--- src/rtl/mdio_phy_responder.sv ---
// Clause-22 MDIO target for a single PHY address. It decodes frames sampled from a
// synchronized mdc/mdi and exposes extended regs 0xA001/0xA003 through indirect regs 0x1E/0x1F.
module mdio_phy_responder #(
  parameter logic [4:0]  PHY_ADDR = 5'b00001,
  parameter int          PRE_MIN  = 32,
  parameter logic [15:0] PHY_ID1  = 16'h001C,
  parameter logic [15:0] PHY_ID2  = 16'hC916,
  parameter logic [15:0] A001_RST = 16'h0000,
  parameter logic [15:0] A003_RST = 16'h0000
) (
  input  logic        clk,
  input  logic        rst,
  input  logic        mdc,
  input  logic        mdi,
  output logic        mdo,
  output logic        mdt,
  output logic [15:0] ext_a001,
  output logic [15:0] ext_a003,
  output logic        rxc_2ns,
  output logic [3:0]  rxc_dlysel,
  output logic        ext_wr_stb
);

  localparam int PW = $clog2(PRE_MIN + 1);
  localparam logic [PW-1:0] PRE_SAT = PW'(PRE_MIN);

  typedef enum logic [2:0] {S_IDLE, S_ST, S_OP, S_PHYAD, S_REGAD, S_TA, S_DATA} state_t;

  state_t        state_q, state_d;
  logic [2:0]    mdc_sync_q, mdc_sync_d;
  logic [1:0]    mdi_sync_q, mdi_sync_d;
  logic [PW-1:0] pre_cnt_q, pre_cnt_d;
  logic [3:0]    bit_cnt_q, bit_cnt_d;
  logic          op_rd_q, op_rd_d;
  logic [3:0]    phyad_q, phyad_d;
  logic [4:0]    regad_q, regad_d;
  logic          match_q, match_d;
  logic [15:0]   rd_sh_q, rd_sh_d;
  logic [15:0]   wr_sh_q, wr_sh_d;
  logic          wr_pend_q, wr_pend_d;
  logic [15:0]   ext_addr_q, ext_addr_d;
  logic [15:0]   a001_q, a001_d;
  logic [15:0]   a003_q, a003_d;
  logic          stb_q, stb_d;
  logic          mdo_q, mdo_d;
  logic          mdt_q, mdt_d;

  logic          mdc_rise, mdc_fall, mdi_s;
  logic [4:0]    regad_full;
  logic [15:0]   rd_val;

  // mdc and mdi share the same synchronizer depth, so mdi_s is aligned with the detected edge.
  assign mdc_rise   = mdc_sync_q[1] & ~mdc_sync_q[2];
  assign mdc_fall   = ~mdc_sync_q[1] & mdc_sync_q[2];
  assign mdi_s      = mdi_sync_q[1];
  assign regad_full = {regad_q[3:0], mdi_s};

  always_comb begin
    rd_val = 16'h0000;
    case (regad_full)
      5'h02: rd_val = PHY_ID1;
      5'h03: rd_val = PHY_ID2;
      5'h1E: rd_val = ext_addr_q;
      5'h1F: begin
        if (ext_addr_q == 16'hA001)      rd_val = a001_q;
        else if (ext_addr_q == 16'hA003) rd_val = a003_q;
      end
      default: rd_val = 16'h0000;
    endcase
  end

  always_comb begin
    mdc_sync_d = {mdc_sync_q[1:0], mdc};
    mdi_sync_d = {mdi_sync_q[0], mdi};
    state_d    = state_q;
    pre_cnt_d  = pre_cnt_q;
    bit_cnt_d  = bit_cnt_q;
    op_rd_d    = op_rd_q;
    phyad_d    = phyad_q;
    regad_d    = regad_q;
    match_d    = match_q;
    rd_sh_d    = rd_sh_q;
    wr_sh_d    = wr_sh_q;
    wr_pend_d  = 1'b0;
    ext_addr_d = ext_addr_q;
    a001_d     = a001_q;
    a003_d     = a003_q;
    stb_d      = 1'b0;
    mdo_d      = mdo_q;
    mdt_d      = mdt_q;

    // Write commit runs one clk after the D0 rise; regad_q still holds the frame's address.
    if (wr_pend_q) begin
      if (regad_q == 5'h1E) begin
        ext_addr_d = wr_sh_q;
      end else if (regad_q == 5'h1F) begin
        if (ext_addr_q == 16'hA001) begin
          a001_d = wr_sh_q;
          stb_d  = 1'b1;
        end else if (ext_addr_q == 16'hA003) begin
          a003_d = wr_sh_q;
          stb_d  = 1'b1;
        end
      end
    end

    if (mdc_rise) begin
      case (state_q)
        S_IDLE: begin
          if (mdi_s) begin
            if (pre_cnt_q != PRE_SAT) pre_cnt_d = pre_cnt_q + PW'(1);
          end else begin
            pre_cnt_d = '0;
            if (pre_cnt_q >= PRE_SAT) state_d = S_ST;
          end
        end
        S_ST: begin
          bit_cnt_d = 4'd0;
          state_d   = mdi_s ? S_OP : S_IDLE;
        end
        S_OP: begin
          if (bit_cnt_q == 4'd0) begin
            op_rd_d   = mdi_s;
            bit_cnt_d = 4'd1;
          end else begin
            bit_cnt_d = 4'd0;
            state_d   = (op_rd_q != mdi_s) ? S_PHYAD : S_IDLE;
          end
        end
        S_PHYAD: begin
          phyad_d = {phyad_q[2:0], mdi_s};
          if (bit_cnt_q == 4'd4) begin
            match_d   = ({phyad_q, mdi_s} == PHY_ADDR);
            bit_cnt_d = 4'd0;
            state_d   = S_REGAD;
          end else begin
            bit_cnt_d = bit_cnt_q + 4'd1;
          end
        end
        S_REGAD: begin
          regad_d = regad_full;
          if (bit_cnt_q == 4'd4) begin
            rd_sh_d   = rd_val;
            bit_cnt_d = 4'd0;
            state_d   = S_TA;
          end else begin
            bit_cnt_d = bit_cnt_q + 4'd1;
          end
        end
        S_TA: begin
          if (bit_cnt_q == 4'd1) begin
            bit_cnt_d = 4'd0;
            state_d   = S_DATA;
          end else begin
            bit_cnt_d = 4'd1;
          end
        end
        S_DATA: begin
          wr_sh_d = {wr_sh_q[14:0], mdi_s};
          if (bit_cnt_q == 4'd15) begin
            state_d   = S_IDLE;
            wr_pend_d = match_q & ~op_rd_q;
          end else begin
            bit_cnt_d = bit_cnt_q + 4'd1;
          end
        end
        default: state_d = S_IDLE;
      endcase
    end

    // The line is driven only between the TA0 rise and the D0 rise of a matching read.
    if (mdc_fall) begin
      if (match_q && op_rd_q && state_q == S_TA && bit_cnt_q == 4'd1) begin
        mdo_d = 1'b0;
        mdt_d = 1'b0;
      end else if (match_q && op_rd_q && state_q == S_DATA) begin
        mdo_d   = rd_sh_q[15];
        mdt_d   = 1'b0;
        rd_sh_d = {rd_sh_q[14:0], 1'b0};
      end else begin
        mdo_d = 1'b1;
        mdt_d = 1'b1;
      end
    end
  end

  always_ff @(posedge clk or posedge rst) begin
    if (rst) begin
      state_q    <= S_IDLE;
      mdc_sync_q <= '0;
      mdi_sync_q <= '0;
      pre_cnt_q  <= '0;
      bit_cnt_q  <= '0;
      op_rd_q    <= 1'b0;
      phyad_q    <= '0;
      regad_q    <= '0;
      match_q    <= 1'b0;
      rd_sh_q    <= '0;
      wr_sh_q    <= '0;
      wr_pend_q  <= 1'b0;
      ext_addr_q <= '0;
      a001_q     <= A001_RST;
      a003_q     <= A003_RST;
      stb_q      <= 1'b0;
      mdo_q      <= 1'b1;
      mdt_q      <= 1'b1;
    end else begin
      state_q    <= state_d;
      mdc_sync_q <= mdc_sync_d;
      mdi_sync_q <= mdi_sync_d;
      pre_cnt_q  <= pre_cnt_d;
      bit_cnt_q  <= bit_cnt_d;
      op_rd_q    <= op_rd_d;
      phyad_q    <= phyad_d;
      regad_q    <= regad_d;
      match_q    <= match_d;
      rd_sh_q    <= rd_sh_d;
      wr_sh_q    <= wr_sh_d;
      wr_pend_q  <= wr_pend_d;
      ext_addr_q <= ext_addr_d;
      a001_q     <= a001_d;
      a003_q     <= a003_d;
      stb_q      <= stb_d;
      mdo_q      <= mdo_d;
      mdt_q      <= mdt_d;
    end
  end

  assign mdo        = mdo_q;
  assign mdt        = mdt_q;
  assign ext_a001   = a001_q;
  assign ext_a003   = a003_q;
  assign rxc_2ns    = a001_q[8];
  assign rxc_dlysel = a003_q[13:10];
  assign ext_wr_stb = stb_q;

endmodule

--- config.mk ---
export PLATFORM = sky130hd
export DESIGN_NAME = mdio_phy_responder
export DESIGN_NICKNAME = d
export VERILOG_FILES = /design/src/rtl/mdio_phy_responder.sv
export SDC_FILE = /design/constraint.sdc
export NUM_CORES = 1
export LEC_CHECK = 0
export ABC_AREA = 1
export BUFFER_PORTS_ARGS = -buffer_cell sky130_fd_sc_hd__buf_2
export CORE_UTILIZATION = 52
export CTS_CLUSTER_DIAMETER = 200
export DETAILED_ROUTE_END_ITERATION = 16
export GPL_ROUTABILITY_DRIVEN = 0
export HOLD_SLACK_MARGIN = 0.1
export PLACE_DENSITY = 0.71
export SLEW_MARGIN = 20
export SYNTH_ARGS = -nofsm -noshare
export SYNTH_HDL_FRONTEND = slang
export SYNTH_SLANG_ARGS = --single-unit
export TNS_END_PERCENT = 10
--- constraint.sdc ---
create_clock -name clk -period 6 [get_ports clk]
set_input_delay 1.8 -clock clk [delete_from_list [all_inputs] [get_ports clk]]
set_output_delay 1.8 -clock clk [all_outputs]
set_load 0.1 [all_outputs]
* Word-level counts from Yosys, hierarchy flattened
Index checks and enable logic that the tools add are counted.
** Word-level totals
- Bits in read-only memories :: 0
- Logic and storage cells :: 115
- Output and inout bits :: 40
- Bits in latches :: 0
- Bits in writable memories :: 0
- Memories :: 0
- Register bits after elaboration :: 113
- Input bits :: 4
** Cells by class
- Add/subtract/negate cells :: 2
- Bitwise gates (word level) :: 8
- $mul :: 0
- Muxes and demuxes :: 38
- Shift operators :: 0
- Div/mod/pow operators :: 0
- Reductions and logical operators :: 19
- $lt $le $gt $ge :: 1
- Equal/unequal tests :: 29
** Operators by type and width (count)
- 16-bit 2-to-1 mux :: 8
- 16-bit one-hot mux with 4 select lines :: 1
- 16-bit == test (second input constant) :: 2
- 3-bit 2-to-1 mux :: 7
- 3-bit one-hot mux with 7 select lines :: 1
- 5-bit == test (second input constant) :: 4
- 4-bit one-hot mux with 5 select lines :: 1
- 2-bit inequality test (second input constant) :: 8
- 1-bit 2-to-1 mux :: 14
- 6-bit 2-to-1 mux :: 2
- 3-bit AND reduction :: 4
- 5-bit by 2-bit == test with 1-bit output (second input constant) :: 2
- 3-bit == test (second input constant) :: 3
- 4-bit 2-to-1 mux :: 2
- 2-bit AND reduction :: 4
- 8-bit AND reduction :: 1
- 6-bit by 1-bit adder with 6-bit output (second input constant) :: 1
- 3-bit by 2-bit == test with 1-bit output (second input constant) :: 2
- 6-bit >= comparator (second input constant) :: 1
- 6-bit inequality test (second input constant) :: 1
- 5-bit by 1-bit == test with 1-bit output (second input constant) :: 1
- 1-bit inverter :: 5
- 5-bit AND reduction :: 1
- 5-bit nonzero test :: 1
- other kinds (14) :: 20

* Longest topological paths before layout
Gate-level depths: netlist of run 1.
- Word-level depth :: 10
- Depth in mapped cells :: 11
- Depth with buffers taken out :: 10

* Least setup slack after synthesis of run 1
Ideal clock, no wire load.
- Kind :: register to output
- Start :: register a001_q[8], in the netlist ext_a001[8]
- End :: output ext_a001[8]
- Stages on the path, launching flop included :: 2
- Slack :: 2.844 ns
- Arrival :: 1.356 ns
- Path buffers :: 1
- Required time :: 4.200 ns
- Cells stage by stage :: dfrtp_1 > buf_4
** RTL lines
- from (decl) :: RTL line 42 : logic [15:0] a001_q, a001_d;
- from (signal assigned) :: RTL line 202 : a001_q <= A001_RST;
- from (signal assigned) :: RTL line 221 : a001_q <= a001_d;
- to (decl) :: RTL line 17 : output logic [15:0] ext_a001,
No word-level cell between the ends.

* Final worst setup path of run 1
- Start :: register mdo_q, in the netlist mdo
- End :: output mdo
** RTL lines
- from (decl) :: RTL line 45 : logic mdo_q, mdo_d;
- from (signal assigned) :: RTL line 224 : mdo_q <= mdo_d;
- to (decl) :: RTL line 15 : output logic mdo,
No word-level cell between the ends.

==> run metrics, run 1 <==
Gate Count Post-Synth=683; nets=between 700 and 800; number of clock buffers inserted by TritonCTS=17; Final Skew=just under 0.009 ns; Critical Path Fanout Max=2; upper clock frequency limit=between 300 and 400 MHz; remaining antenna violation count after routing=0; top_reg_cell synth=dfrtp_1; final routed wirelength across all metal layers=approximately 12000 µm; RSZ-0062 raised after global routing=no; number of buffers between clock root and the deepest sink=2; Synth top cells by count=nand2_1 (190), dfrtp_1 (111), inv_1 (69); number of max-slew violations in the final report=0; n_diodes=0; Worst path max stage delay=0.53 ns; leakage power figure=3.29 nW; time the final worst path needs with I/O delays and setup=between 3 and 4 ns; post-route fraction of the period consumed by the critical path=54.4%; setup bufs post-CTS=0; crit path from=mdo$_DFFE_PP1P_; number of levels the H-tree was split into=4; number of enable-type register cells in the synthesized netlist=0; Remaining Overflow, GRT=0; Synth Register Bits=around 110; endpoint of the most critical setup path=mdo; power density over the cells=278 nW/µm²; Seq/Total Area, Yosys=between 50 and 60%; cell with the most instances after synthesis=nand2_1; list of cells traversed by the critical path=buf_2; fraction of post-synthesis cell area in the top cell type by area=between 40% and 50%; leading cell types by total area after synthesis=dfrtp_1 (50%), nand2_1 (13%), o21ai_0 (5.9%), nand3_1 (5.0%), inv_1 (4.7%); critical path class=register to output port; ys async rst share=100%; number of hold-repair buffers added at the cts stage=0; most area-hungry cell type in the Yosys netlist=dfrtp_1; number of placement rows=37; Final Hold Fails=0; status=finished, final reports clean; path type of the worst min-delay path=register to register; Worst-path clk slew=roughly 0.06 ns; number of vias per cell=between 5 and 6; dominant delay contributor by cell family on the critical path=flip-flops; TritonCTS clock tree=done; vias in the first global route=~4400; via total after detailed routing=4555; total of endpoints with negative setup slack in the final report=0; Worst-Skew Late Latency=about 0.52 ns; Max Cap Violations=0; CTS Root Cell=clkbuf_8; worst reg2reg path depth=6; area inside the core boundary=between 10000 and 15000 µm²; Reg-to-Reg End=ext_a001[9]$_DFFE_PP0P_; maximum vdd drop=between 0.2 and 0.25 mV; initial standard-cell utilization of the core=about 54%; Worst setup SP type=register; overall die height=between 100 and 150 µm; drc violations=0; Initial DRC Count=312; Detailed Place HPWL=roughly 8000 µm; yosys synthesis warning count=0; netlist area before placement=5560 µm²; count of cells resized by post-cts repair=0; final core utilization=about three fifths; Slew @ Worst Pin=between 0.9 and 1 ns; IO buf count=43; CP endpoint kind=output port; first-pass GRT wire length=around 21000 µm; buffering stage count on the worst path with inverters included=1; Data required, critical path=4.20 ns; Die Area=between 10000 and 15000 µm²; average footprint of a synthesized cell=8.14 µm²; layout cell share with drive strength beyond 1=15.2%; logic depth of the worst path, buffers included=1; sinks on the clock net=~110; all-layer global routing usage=24.2%; Post-Route Setup TNS=0 ns; detail-routed net length per standard cell=between 10 and 15 µm; Die Width=between 100 and 150 µm; I/O pins=between 40 and 50; largest net degree at the start of global routing=85; count of unique library cells instantiated by Yosys=30; data arrival time of the worst path=between 1 and 1.5 ns; initial antenna violation count=0; slowest CP cell=dfstp_2; worst-case headroom to the max-slew limit=around 39%; 1st-pass router iterations=5; Synth Net Count=between 600 and 700; register-to-register setup slack=between 3 and 4 ns; area added between synthesis and finish=12.9%; fill cell instance count of the final layout=between 900 and 1000; startpoint of the most critical register-to-register path=ext_addr_q[12]$_DFFE_PP0P_
==> placed cells by master, fill, tap and decap left out, types with 3 or more instances in the layout <==
| cell type | count |
|---|---|
| clkinv_2 | 5 |
| nand2_1 | 190 |
| nor2_1 | 61 |
| clkbuf_16 | 16 |
| nor3_4 | 3 |
| inv_2 | 6 |
| dfrtp_1 | 111 |
| a21oi_2 | 7 |
| nor3_1 | 6 |
| o21ai_1 | 6 |
| o21ai_0 | 66 |
| inv_1 | 68 |
| buf_2 | 43 |
| ha_1 | 5 |
| a21oi_1 | 37 |
| nor2_2 | 4 |
| nand3_1 | 56 |
| clkinvlp_4 | 3 |
| nor3b_1 | 4 |
| clkbuf_8 | 4 |
| nor2_4 | 3 |
| nand2_2 | 5 |
==> cells by family after synthesis <==
group                    share of synthesized area [%]
AO/OA/AOI/OAI                                     11.0
XOR/XNOR                                         0.157
adder cells (fa/ha/maj)                           1.12
buffers and inverters                             9.24
flip-flops                                        50.9
AND/OR/NAND/NOR                                   27.6
==> flip-flops by register name, summed over array words and instances, names as in the netlist, 2 cells and up <==
signal	flops
pre_cnt_q	6
ext_a001	16
mdi_sync_q	2
regad_q	5
ext_addr_q	16
bit_cnt_q	4
mdc_sync_q	3
phyad_q	4
rd_sh_q	16
state_q	3
wr_sh_q	16
ext_a003	16
==> metrics by stage <==
step	worst slack (ns)	instance area (µm²)	hold WS, ns	instances	power [mW]
CTS	2.72	6280	0.349	864	1.76
detailed placement	2.85	5730	0.336	833	0.837
global placement	2.86	5730	0.335	833	0.835
floorplan	1.22	5560	0.331	683	0.825
global route	2.70	6280	0.363	864	1.79
finish	2.73	6280	0.347	864	1.75
==> final cells by class <==
type / instances / area, µm² / area share, %
multi-input cells: 465 / 2230 / 35.4
well taps: 136 / 170 / 2.71
clock inverters: 10 / 86.3 / 1.37
repair buffers: 44 / 223 / 3.55
flip-flops and latches: 113 / 2830 / 45.1
clock buffers: 21 / 459 / 7.31
inverters: 75 / 287 / 4.56
==> worst min-delay path by stage <==
stage	from	to	slack, ns	depth (start not counted)
2_1_floorplan	mdc_sync_q[0]$_DFF_PP0_	mdc_sync_q[1]$_DFF_PP0_	0.33	0
3_3_place_gp	mdi_sync_q[0]$_DFF_PP0_	mdi_sync_q[1]$_DFF_PP0_	0.34	0
3_5_place_dp	mdi_sync_q[0]$_DFF_PP0_	mdi_sync_q[1]$_DFF_PP0_	0.34	0
4_1_cts	mdi_sync_q[0]$_DFF_PP0_	mdi_sync_q[1]$_DFF_PP0_	0.35	0
5_1_grt	mdi_sync_q[0]$_DFF_PP0_	mdi_sync_q[1]$_DFF_PP0_	0.36	0
6_report	mdi_sync_q[0]$_DFF_PP0_	mdi_sync_q[1]$_DFF_PP0_	0.35	0
==> layer usage <==
layer / track usage [%] / wire [µm] / vias up
li1: - / - / 2249
met1: 32.2 / 5920 / 2163
met2: 38.6 / 5770 / 130
met3: 5.50 / 569 / 13
met4: 9.36 / 146 / 0
met5: 0 / 0 / -
==> report_power, final <==
group | switching (mW) | total [mW] | internal, mW
logic | 0.0378 | 0.0461 | 0.00829
clock network | 0.348 | 0.923 | 0.575
registers | 0.00604 | 0.777 | 0.771
Power figures use the tool's default switching activity.
==> run 2: changes to the inputs <==
--- a/config.mk
+++ b/config.mk
@@ -5,14 +5,14 @@
 export SDC_FILE = /design/constraint.sdc
 export NUM_CORES = 1
 export LEC_CHECK = 0
-export ABC_AREA = 1
+export ABC_AREA = 0
 export BUFFER_PORTS_ARGS = -buffer_cell sky130_fd_sc_hd__buf_2
 export CORE_UTILIZATION = 52
 export CTS_CLUSTER_DIAMETER = 200
 export DETAILED_ROUTE_END_ITERATION = 16
 export GPL_ROUTABILITY_DRIVEN = 0
 export HOLD_SLACK_MARGIN = 0.1
-export PLACE_DENSITY = 0.71
+export PLACE_DENSITY = 0.74
 export SLEW_MARGIN = 20
 export SYNTH_ARGS = -nofsm -noshare
 export SYNTH_HDL_FRONTEND = slang
==> constraint.sdc (replaced) <==
create_clock -name clk -period 3 [get_ports clk]
set_input_delay 0.9 -clock clk [delete_from_list [all_inputs] [get_ports clk]]
set_output_delay 0.9 -clock clk [all_outputs]
set_load 0.1 [all_outputs]
==> run 2 against run 1 <==
  * Final area is 0.34% lower
  * Power is 120% higher
  * Synthesized area is 3.2% lower
  * Via count is 16% lower
  * Global-route usage is 1.3 points lower
  * Clock skew is 0.00058 ns lower
  * Hold slack worse by 0.0031 ns
  * Critical endpoint is now rd_sh_q[10]$_DFF_PP0_
  * Largest cell class unchanged
==> run metrics, run 2 <==
Final Power=3.86 mW (+120%); initial antenna violation count=0 (unchanged); post-route fraction of the period consumed by the critical path=81.8%; post-route worst setup slack=0.545 ns (-2.19 ns); endpoint of the worst hold path=mdc_sync_q[1]$_DFF_PP0_; final core utilization=63.2% (+2.6 points); area inside the core boundary=9910 µm² (-4.4%); total placed cells including tap cells=612 (-27%); Final Hold Fails=0 (unchanged); worst reg2reg path depth=7 (+1); data arrival time of the worst path=2.90 ns (+1.43 ns); fraction of post-synthesis cell area in the top cell type by area=51.6% (+1.6 points); CTS Root Cell=clkbuf_8; status=finished, final reports clean; count of cells resized by post-cts repair=0 (unchanged); vias in the first global route=3760 (-15%); time the final worst path needs with I/O delays and setup=between 2 and 2.5 ns; Worst-path clk slew=0.06 ns (about the same); most used cells in the layout excluding fill and tap cells=dfrtp_1 (111), mux2_2 (83), buf_2 (43); all-layer global routing usage=22.9% (-1.3 points); cell-internal power=2.91 mW (+120%); number of placement rows=36 (-2.7%); upper clock frequency limit=slightly above 400 MHz; Data required, critical path=3.44 ns (-0.76 ns); netlist area before placement=5390 µm² (-3.2%); leading cell types by total area after synthesis=dfrtp_1 (52%), mux2_2 (17%), a21oi_1 (3.3%), nand2_1 (2.2%), nor3_1 (1.6%); number of buffers between clock root and the deepest sink=2 (unchanged); number of vias per cell=5.96 (+13%); yosys synthesis warning count=0 (unchanged); count of unique library cells instantiated by Yosys=55 (+83%); Final Skew=0.00820 ns (-0.000583 ns); pre-CTS worst setup slack=0.581 ns (-2.27 ns); worst hold path cell count=0 (unchanged); cell with the most instances after synthesis=dfrtp_1; number of hold-repair buffers added at the cts stage=0 (unchanged); Synth top cells by count=dfrtp_1 (111), mux2_2 (83), a21oi_1 (36); Critical Path Fanout Max=26 (+24); CP endpoint kind=register; Die Area=10800 µm² (-3.1%); power density over the cells=617 nW/µm² (+120%); Initial DRC Count=360 (+15%); nets=507 (-30%); Seq pwr share=41.7% (-2.8 points); Worst setup SP type=register; Reg-to-Reg End=rd_sh_q[10]$_DFF_PP0_; critical hold path startpoint=mdc_sync_q[0]$_DFF_PP0_; switching power total=0.950 mW (+140%); Max Cap Violations=0 (unchanged); Clock power frac=53.6% (+0.7 points); TritonCTS clock tree=done; IO buf count=43 (unchanged); RSZ-0062 raised after global routing=no; number of clock buffers inserted by TritonCTS=17 (unchanged); Slew @ Worst Pin=0.984 ns (+0.0682 ns); number of enable-type register cells in the synthesized netlist=0 (unchanged); total of endpoints with negative setup slack in the final report=0 (unchanged); initial standard-cell utilization of the core=54.3% (+0.70 points); n_diodes=0 (unchanged); I/O pins=44 (unchanged); maximum vdd drop=0.415 mV (+83%); first-pass GRT wire length=19200 µm (-8.4%); critical path class=register to register; number of max-slew violations in the final report=0 (unchanged); Die Width=104 µm (-1.6%); Synth Net Count=468 (-32%); Post-Route Setup TNS=0 ns (unchanged); most area-hungry cell type in the Yosys netlist=dfrtp_1; slowest CP cell=or3_1; 1st-pass router iterations=4 (-1); sinks on the clock net=113 (unchanged); leakage power figure=3.03 nW (-8.0%); switching power share of the total=24.6% (+2.1 points); overall die height=104 µm (-1.6%); ys async rst share=100% (unchanged); commonest non-fill, non-tap cell in the layout=dfrtp_1; Synth Register Bits=113 (unchanged); final cell count without fillers=644 (-25%); Gate Count Post-Synth=459 (-33%); setup bufs post-CTS=0 (unchanged); remaining antenna violation count after routing=0 (unchanged); number of levels the H-tree was split into=4 (unchanged); area added between synthesis and finish=16.2%; worst-case headroom to the max-slew limit=34.4% (-4.4 points); startpoint of the most critical register-to-register path=bit_cnt_q[1]$_DFFE_PP0P_; Detailed Place HPWL=7270 µm (-9.4%); largest net degree at the start of global routing=114 (+34%); average footprint of a synthesized cell=11.7 µm² (+44%); Comb pwr share=4.7% (+2.1 points); final routed wirelength across all metal layers=11500 µm (-7.5%); Remaining Overflow, GRT=0 (unchanged); Worst path max stage delay=0.68 ns (+0.15 ns); layout cell share with drive strength beyond 1=35.4% (+20 points); detail-routed net length per standard cell=17.8 µm (+24%); register-to-register setup slack=0.54 ns (-3.09 ns); path type of the worst min-delay path=register to register; list of cells traversed by the critical path=inv_1 -> ha_1 -> nand3b_4 -> or3_1 -> o31ai_4 -> a21oi_1 -> nor3_1; drc violations=0 (unchanged); via total after detailed routing=3837 (-16%); Worst-Skew Late Latency=0.53 ns (about the same); top_reg_cell synth=dfrtp_1; Seq/Total Area, Yosys=52.6% (+1.7 points)
==> run 2: worst max-delay path by stage <==
stage,to,start,depth (start not counted)
after floorplan,bit_cnt_q[0]$_DFFE_PP0P_,rst,1
after global placement,rd_sh_q[4]$_DFF_PP0_,bit_cnt_q[0]$_DFFE_PP0P_,6
after detailed placement,rd_sh_q[5]$_DFF_PP0_,bit_cnt_q[1]$_DFFE_PP0P_,7
after CTS,rd_sh_q[5]$_DFF_PP0_,bit_cnt_q[1]$_DFFE_PP0P_,7
after global routing,rd_sh_q[5]$_DFF_PP0_,bit_cnt_q[0]$_DFFE_PP0P_,7
final,rd_sh_q[10]$_DFF_PP0_,bit_cnt_q[1]$_DFFE_PP0P_,7
==> run 2: power by group through the flow <==
stage | logic [mW] | clock network, mW | registers, mW
floorplan | 0.135 | 0 | 1.64
global placement | 0.174 | 0 | 1.63
detailed placement | 0.182 | 0 | 1.64
CTS | 0.185 | 2.09 | 1.61
global route | 0.205 | 2.17 | 1.62
finish | 0.183 | 2.07 | 1.61
==> run 2: final cells by class <==
cell class	instances	area [µm²]
multi-input combinational	309	2350
tap	133	166
sequential	113	2830
clock inverter	15	198
fill	765	3650
clock buffer	17	414
timing repair buffer	48	265
inverter	9	37.5
==> run 2: through the flow <==
step	cell area, µm²	hold slack (ns)
global placement	5650	0.332
CTS	6260	0.348
floorplan	5390	0.331
detailed placement	5650	0.335
finish	6260	0.344
global route	6260	0.359
==> run 2: logic make-up (layout without fill, tap and decap cells) <==
kind of cell               count (synthesis)  in the layout  share of synthesized area [%]
AOI/OAI and AO/OA                         95             95                           11.4
adders and majority gates                  5              5                           1.16
buffers and inverters                     37             89                           3.83
DFF                                      113            113                           52.6
muxes                                     85             85                           17.7
and+or+nand+nor                          124            124                           13.3
==> run 2: layer usage <==
layer | GRT usage, % | part of all wire [%] | routed length, µm
met5 | 0 | 0 | 0
met4 | 8.06 | 1.3 | 153
met3 | 6.61 | 5.4 | 617
met2 | 36.2 | 49 | 5570
met1 | 30.1 | 45 | 5130
==> run 2: worst max-delay path: cells and delay by family, from the launching register on <==
family / cells / cell delay, ns
DFF: 1 / 0.41
and+or+nand+nor: 3 / 1.01
adders and majority gates: 1 / 0.22
buffers and inverters: 1 / 0.10
AOI/OAI and AO/OA: 2 / 0.62
==> run 3: changes to the inputs <==
--- a/config.mk
+++ b/config.mk
@@ -12,7 +12,7 @@
 export DETAILED_ROUTE_END_ITERATION = 16
 export GPL_ROUTABILITY_DRIVEN = 0
 export HOLD_SLACK_MARGIN = 0.1
-export PLACE_DENSITY = 0.74
+export PLACE_DENSITY = 0.71
 export SLEW_MARGIN = 20
 export SYNTH_ARGS = -nofsm -noshare
 export SYNTH_HDL_FRONTEND = slang
==> constraint.sdc (replaced) <==
create_clock -name clk -period 2.3 [get_ports clk]
set_input_delay 0.69 -clock clk [delete_from_list [all_inputs] [get_ports clk]]
set_output_delay 0.69 -clock clk [all_outputs]
set_load 0.1 [all_outputs]
==> run 3 against run 2 <==
  * Die area did not move
  * Critical path type is now register to output port
  * Largest cell class unchanged
  * Via count fell by 0.78%
  * Largest power group unchanged
  * Register-to-register slack worse by 0.37 ns
==> run metrics, run 3 (synthesis gave the netlist of run 2 again) <==
total of endpoints with negative setup slack in the final report=0 (unchanged); setup bufs post-CTS=0 (unchanged); time the final worst path needs with I/O delays and setup=between 2 and 2.5 ns; nets=520 (+2.6%); initial antenna violation count=0 (unchanged); worst hold path cell count=1 (+1); status=finished, final reports clean; number of vias per cell=5.81 (-2.4%); n_diodes=0 (unchanged); Reg-to-Reg End=rd_sh_q[9]$_DFF_PP0_; Worst setup SP type=register; IO buf count=43 (unchanged); data arrival time of the worst path=1.47 ns (-1.43 ns); Max Cap Violations=0 (unchanged); critical hold path startpoint=mdi; 1st-pass router iterations=5 (+1); overall die height=104 µm (unchanged); post-route fraction of the period consumed by the critical path=a little over nine tenths; number of buffers between clock root and the deepest sink=2 (unchanged); upper clock frequency limit=463 MHz; register-to-register setup slack=0.17 ns (-0.37 ns); slowest CP cell=dfstp_2; drc violations=0 (unchanged); list of cells traversed by the critical path=buf_2; Die Area=10800 µm² (unchanged); final core utilization=64.5% (+1.3 points); RSZ-0062 raised after global routing=no; detail-routed net length per standard cell=17.3 µm (-3.0%); Final Hold Fails=0 (unchanged); Remaining Overflow, GRT=0 (unchanged); area inside the core boundary=9910 µm² (unchanged); most used cells in the layout excluding fill and tap cells=dfrtp_1 (111), mux2_2 (83), buf_2 (43); Post-Route Setup TNS=0 ns (unchanged); critical path class=register to output port; via total after detailed routing=3807 (-0.78%); Initial DRC Count=339 (-5.8%); TritonCTS clock tree=done; number of placement rows=36 (unchanged); Final Skew=0.00781 ns (-0.000393 ns); power density over the cells=785 nW/µm² (+27%); path type of the worst min-delay path=input port to register; I/O pins=44 (unchanged); first-pass GRT wire length=18900 µm (-1.7%); final routed wirelength across all metal layers=11300 µm (-1.4%); maximum vdd drop=0.493 mV (+19%); remaining antenna violation count after routing=0 (unchanged); initial standard-cell utilization of the core=54.3% (unchanged); Worst-path clk slew=0.05 ns (about the same); area added between synthesis and finish=18.7%; layout cell share with drive strength beyond 1=37.0% (+1.6 points); Critical Path Fanout Max=2 (-92%); largest net degree at the start of global routing=114 (unchanged); Worst path max stage delay=0.53 ns (-0.15 ns); worst reg2reg path depth=8 (+1); commonest non-fill, non-tap cell in the layout=dfrtp_1; vias in the first global route=3707 (-1.4%); number of max-slew violations in the final report=0 (unchanged); CTS Root Cell=clkbuf_8; Worst-Skew Late Latency=0.52 ns (about the same); Data required, critical path=1.61 ns (-1.83 ns); leakage power figure=3.11 nW (+2.5%); sinks on the clock net=113 (unchanged); number of clock buffers inserted by TritonCTS=17 (unchanged); worst-case headroom to the max-slew limit=60.3% (+26 points); buffering stage count on the worst path with inverters included=1 (unchanged); Slew @ Worst Pin=0.596 ns (-0.388 ns); all-layer global routing usage=22.5% (-0.32 points); Die Width=104 µm (unchanged); count of cells resized by post-cts repair=0 (unchanged); startpoint of the most critical register-to-register path=bit_cnt_q[0]$_DFFE_PP0P_; Detailed Place HPWL=7350 µm (+1.2%); endpoint of the worst hold path=mdi_sync_q[0]$_DFF_PP0_; CP endpoint kind=output port; dominant delay contributor by cell family on the critical path=flip-flops; number of levels the H-tree was split into=4 (unchanged); number of hold-repair buffers added at the cts stage=0 (unchanged)
[run 3: final cells by class]
cell class                      instances  area, µm²
Multi-Input combinational cell        309       2350
Sequential cell                       113       2830
Fill cell                             743       3520
Tap cell                              133        166
Clock inverter                          8        128
Timing Repair Buffer                   61        392
Clock buffer                           22        483
Inverter                                9       37.5
[run 3: per-layer routing]
layer	GRT usage (%)	routed length, µm	vias up	part of all wire, %
met4	7.04	141	0	1.2
met1	30.7	5210	1898	46
met3	6.36	556	16	4.9
met2	35.0	5410	113	48
li1	-	-	1780	-
met5	0	0	-	0
[run 3: worst max path at each step]
stage	start	to	cells past startpoint
global route	bit_cnt_q[0]$_DFFE_PP0P_	rd_sh_q[7]$_DFF_PP0_	8
floorplan	rst	bit_cnt_q[0]$_DFFE_PP0P_	1
global placement	bit_cnt_q[0]$_DFFE_PP0P_	rd_sh_q[4]$_DFF_PP0_	7
detailed placement	bit_cnt_q[0]$_DFFE_PP0P_	rd_sh_q[9]$_DFF_PP0_	8
CTS	bit_cnt_q[0]$_DFFE_PP0P_	rd_sh_q[8]$_DFF_PP0_	7
finish	mdt$_DFFE_PP1P_	mdt	1
[run 3: power breakdown]
part	leakage (nW)	total, mW	internal [mW]	switching, mW
combinational	1.26	0.259	0.0903	0.169
sequential	1.55	2.09	2.04	0.0530
clock	0.295	2.67	1.78	0.885
[run 3: per-stage QoR]
stage	worst slack (ns)	instance area [µm²]	std cells	hold slack, ns	total power [mW]
2_1_floorplan	0.240	5390	459	0.331	2.31
3_3_place_gp	0.222	5770	625	0.333	2.37
3_5_place_dp	0.0876	5770	625	0.337	2.38
4_1_cts	0.0929	6380	655	0.253	5.06
5_1_grt	0.00775	6390	655	0.252	5.19
6_report	0.138	6390	655	0.271	5.02
